$ cat config.mk
export PLATFORM = sky130hd
export DESIGN_NAME = multdiv_sequencer
export DESIGN_NICKNAME = d
export VERILOG_FILES = /design/src/rtl/multdiv_sequencer.sv
export SDC_FILE = /design/constraint.sdc
export NUM_CORES = 1
export LEC_CHECK = 0
export BUFFER_PORTS_ARGS = -buffer_cell sky130_fd_sc_hd__buf_2
export CAP_MARGIN = 40
export CORE_ASPECT_RATIO = 1.2
export CORE_MARGIN = 2
export CORE_UTILIZATION = 48
export CTS_CLUSTER_DIAMETER = 50
export DETAILED_ROUTE_END_ITERATION = 8
export PLACE_DENSITY_LB_ADDON = 0.1
export SYNTH_ARGS = -nofsm -noshare
export SYNTH_HDL_FRONTEND = slang
export SYNTH_SLANG_ARGS = --single-unit
$ cat constraint.sdc
create_clock -name clock -period 3 [get_ports clock]
set_input_delay 0.3 -clock clock [delete_from_list [all_inputs] [get_ports clock]]
set_output_delay 0.3 -clock clock [all_outputs]
set_load 0.02 [all_outputs]
$ cat src/rtl/multdiv_sequencer.sv
// rtl/multdiv_sequencer.sv - issue/writeback sequencer for the iterative multdiv unit
module multdiv_sequencer #(
    parameter int TIMEOUT = 40,
    parameter int RD_W    = 5
) (
    input  logic            clock,
    input  logic            reset_n,
    input  logic            issue_valid,
    output logic            issue_ready,
    input  logic            issue_is_div,
    input  logic [31:0]     issue_opA,
    input  logic [31:0]     issue_opB,
    input  logic [RD_W-1:0] issue_rd,
    input  logic            flush,
    output logic [31:0]     md_operandA,
    output logic [31:0]     md_operandB,
    output logic            md_ctrl_MULT,
    output logic            md_ctrl_DIV,
    input  logic [31:0]     md_result,
    input  logic            md_exception,
    input  logic            md_resultRDY,
    output logic            wb_valid,
    input  logic            wb_ready,
    output logic [RD_W-1:0] wb_rd,
    output logic [31:0]     wb_data,
    output logic            wb_exception
);

    localparam int CNT_W = $clog2(TIMEOUT + 1);

    localparam logic [2:0] S_IDLE  = 3'd0;
    localparam logic [2:0] S_START = 3'd1;
    localparam logic [2:0] S_BUSY  = 3'd2;
    localparam logic [2:0] S_DONE  = 3'd3;
    localparam logic [2:0] S_DRAIN = 3'd4;

    logic [2:0]       state;
    logic [CNT_W-1:0] cnt;
    logic [CNT_W-1:0] cnt_next;
    logic             is_div_q;
    logic             timeout_hit;

    assign timeout_hit = (cnt == CNT_W'(TIMEOUT - 1));
    // Saturating increment: the counter must never wrap back into a fresh budget.
    assign cnt_next    = (cnt == CNT_W'(TIMEOUT)) ? cnt : cnt + CNT_W'(1);

    assign issue_ready  = (state == S_IDLE);
    assign md_ctrl_MULT = (state == S_START) && !is_div_q;
    assign md_ctrl_DIV  = (state == S_START) && is_div_q;
    assign wb_valid     = (state == S_DONE);

    always_ff @(posedge clock or negedge reset_n) begin
        if (!reset_n) begin
            state        <= S_IDLE;
            cnt          <= '0;
            is_div_q     <= 1'b0;
            md_operandA  <= '0;
            md_operandB  <= '0;
            wb_rd        <= '0;
            wb_data      <= '0;
            wb_exception <= 1'b0;
        end else begin
            case (state)
                S_IDLE: begin
                    if (issue_valid && !flush) begin
                        md_operandA <= issue_opA;
                        md_operandB <= issue_opB;
                        is_div_q    <= issue_is_div;
                        wb_rd       <= issue_rd;
                        state       <= S_START;
                    end
                end
                S_START: begin
                    // Any resultRDY seen here belongs to a previous operation.
                    cnt   <= '0;
                    state <= flush ? S_DRAIN : S_BUSY;
                end
                S_BUSY: begin
                    cnt <= cnt_next;
                    if (flush) begin
                        state <= S_DRAIN;
                    end else if (md_resultRDY) begin
                        wb_data      <= md_exception ? 32'd0 : md_result;
                        wb_exception <= md_exception;
                        state        <= S_DONE;
                    end else if (timeout_hit) begin
                        wb_data      <= 32'd0;
                        wb_exception <= 1'b1;
                        state        <= S_DONE;
                    end
                end
                S_DRAIN: begin
                    // The unit cannot be aborted, so let it finish before reissuing.
                    cnt <= cnt_next;
                    if (md_resultRDY || timeout_hit) begin
                        state <= S_IDLE;
                    end
                end
                S_DONE: begin
                    if (flush || wb_ready) begin
                        state <= S_IDLE;
                    end
                end
                default: state <= S_IDLE;
            endcase
        end
    end

endmodule

==> results.toml <==
[routing]
ant_nets = 0
drt-initial-drc-count = 91
drcViolationCount = 0
first_pass_iters = 4
vias_per_cell = 5.108
routed_wirelength_um = 10370
wire_per_inst_um = 16.04
vias = 3300

[place]
gp_congestion = 0.7866
dp_hpwl_um = 7718
dpl_cell_area_um2 = 5702
io_buffer_count = 214

[grt]
grt_max_degree = 61
overflow = 0
track_usage_pct = 20.29
grt_pass1_wl_um = 16460
grt_pass1_vias = 3371
antenna_found_initial = 0

[yosys]
synth.net_count = 419
synth_top_area_share_pct = 61.29
synth_edf_count = 0
synth_most_common_cell = "dfrtp_1"
ys.flop_type = "dfrtp_1"
ys_warn_count = 0
synthCells = 308
syn_avg_cell_area_um2 = 14.85
yosys-top-cells-count = "112 x dfrtp_1, 64 x mux2_2, 26 x a22o_2, 10 x buf_6"
syn_area_um2 = 4573
async_reset_ff_share_pct = 100.0
synth_seq_cells = 112
ys_types = 43
synthTopCellsByArea = "dfrtp_1 61%, mux2_2 16%, a22o_2 5.7%"
ys_seq_area_share_pct = 61.29
synth_top_cell_by_area = "dfrtp_1"

[power_and_ir_drop]
power_leakage_nw = 3.024
p_int_mw = 3.930
swShare_pct = 38.38
ir_drop_v = 0.0006139
p_total_mw = 6.378
sequentialPowerShare_pct = 40.3
powerDensity_nw_per_um2 = 1068
power.share.clock_pct = 17.0
p_sw_mw = 2.448
share_comb_of_total_power_pct = 42.7

[cells_and_area]
drive_above_1_share_pct = 64.05
area_delta_synth_final_pct = 30.59
finish.instance_area_um2 = 5972
multiInputGateArea_um2 = 1587
antenna-diode-count = 0
finalNetCount = 630
regArea_um2 = 2803
fin_util_pct = 63.41
fillers = 773

[clocking]
clkSinkCount = 112
root_buffer = "clkbuf_16"
worstSkewPairLatency_ps = 340
cts_tree = "yes"
cts-buffers-inserted = 9
cts_resized = 0
clk_pin_slew_ps = 70
h-tree-depth = 3
cts_hold_buffers = 0
cts_setup_buffers = 0
cts.path.max_buffers = 2

[sta]
maxSlewHeadroom_pct = 54.33
setup_viol = 0
setup_tns_ps = 0
rsz0062_at_grt = "false"
min_period_ps = 2009
timing.final.crit_share_pct = 66.96
drv_slew = 0
skew_ps = 5.810
hold_viol = 0
fmax_ghz = 0.4978
tightest_slew_ps = 685.0
whs_ps = 5.884

[setup_path]
worstPathRequired_ps = 3220
critical_path.cell_chain = "nor3_4 -> nand3b_4 -> buf_12 -> mux2_1"
path_class = "reg -> reg"
cp_slowest_cell = "dfrtp_1"
slowest_delay_ps = 550
critPathMaxFanout = 38
start_kind = "flop"
arrival_ps = 2230
cp-end-kind = "flop"

[run_status]
status = "complete, no violations"

[floorplanning]
die_w_um = 93.11
rows = 39
io_pins = 215
die_area_um2 = 10330
initial_core_util_pct = 48.56
core-area_um2 = 9418
fp.dieH_um = 110.9

[min_path]
hold_path_class = "in -> async"

[run]
cap_violations = 0
layer usage:
layer / GRT usage (%) / part of all wire, % / vias up
li1: - / - / 1538
met1: 23.63 / 39 / 1620
met2: 35.89 / 52 / 127
met3: 5.167 / 7.1 / 15
met4: 7.157 / 1.9 / 0
met5: 0 / 0 / -
cell type report:
type                    count  area share, %
clock inverters             5         0.5238
multi-input cells         170          26.57
repair buffers            218          18.90
flip-flops and latches    112          46.93
clock buffers              10          4.002
inverters                   8         0.5028
well taps                 123          2.577
per-stage QoR:
| step | setup WS [ps] | cells |
|---|---|---|
| 6_report | 991.3 | 646 |
| 5_1_grt | 836.3 | 646 |
| 4_1_cts | 960.4 | 646 |
| 3_5_place_dp | 969.1 | 631 |
| 3_3_place_gp | 1012 | 631 |
| 2_1_floorplan | 1238 | 308 |
cells in the final DEF, fill, tap and decap left out, types with 5 or more instances in the layout:
cell type and instances:
nor3_1 5, a22o_2 26, o21ai_0 5, inv_1 8, nand2_1 9, nor2_1 9
mux2_1 6, buf_2 213, clkbuf_16 9, mux2_2 64, dfrtp_1 112, a22o_1 6
cell families after synthesis:
logic type      after synthesis  synth area share (%)
simple gates                 40                 5.500
buf+inv                      26                 4.159
xor+xnor                      3                0.5747
mux                          70                 17.24
compound gates               55                 10.70
flops                       112                 61.29
fa+ha+maj                     2                0.5471
state kept, by name, indices dropped and copies added (netlist names):
| signal | cells |
|---|---|
| md_operandA | 32 |
| md_operandB | 32 |
| wb_data | 32 |
| cnt | 6 |
| wb_rd | 5 |
| state | 3 |
| is_div_q | 1 |
| wb_exception | 1 |
critical path, delay by kind of cell, from the launching register on:
kind	cells	cell delay, ps
flip-flops	1	550
buffers and inverters	1	350
AND/OR/NAND/NOR	2	640
multiplexers	1	330
path summary, 6_finish.rpt:
kind | slack (ps) | cells after the start | to | from
setup / recovery | 990 | 4 | md_operandB[6] | state[1]
hold / removal | 6 | 1 | wb_data[15] | reset_n
setup reg to reg | 990 | 4 | md_operandB[6] | state[1]
hold reg to reg | 490 | 1 | md_operandB[11] | md_operandB[11]
max in group asynchronous | 2240 | 2 | wb_data[28] | reset_n
min in group clock | 160 | 2 | state[1] | wb_ready
power by group through the flow:
| stage | registers [mW] | clock network (mW) | logic, mW |
|---|---|---|---|
| floorplan | 3.40 | 0 | 0.949 |
| global placement | 2.56 | 0 | 2.71 |
| detailed placement | 2.59 | 0 | 2.76 |
| CTS | 2.57 | 1.12 | 2.76 |
| global route | 2.66 | 1.18 | 2.90 |
| finish | 2.57 | 1.08 | 2.73 |
(Power assumes the default switching activity.)
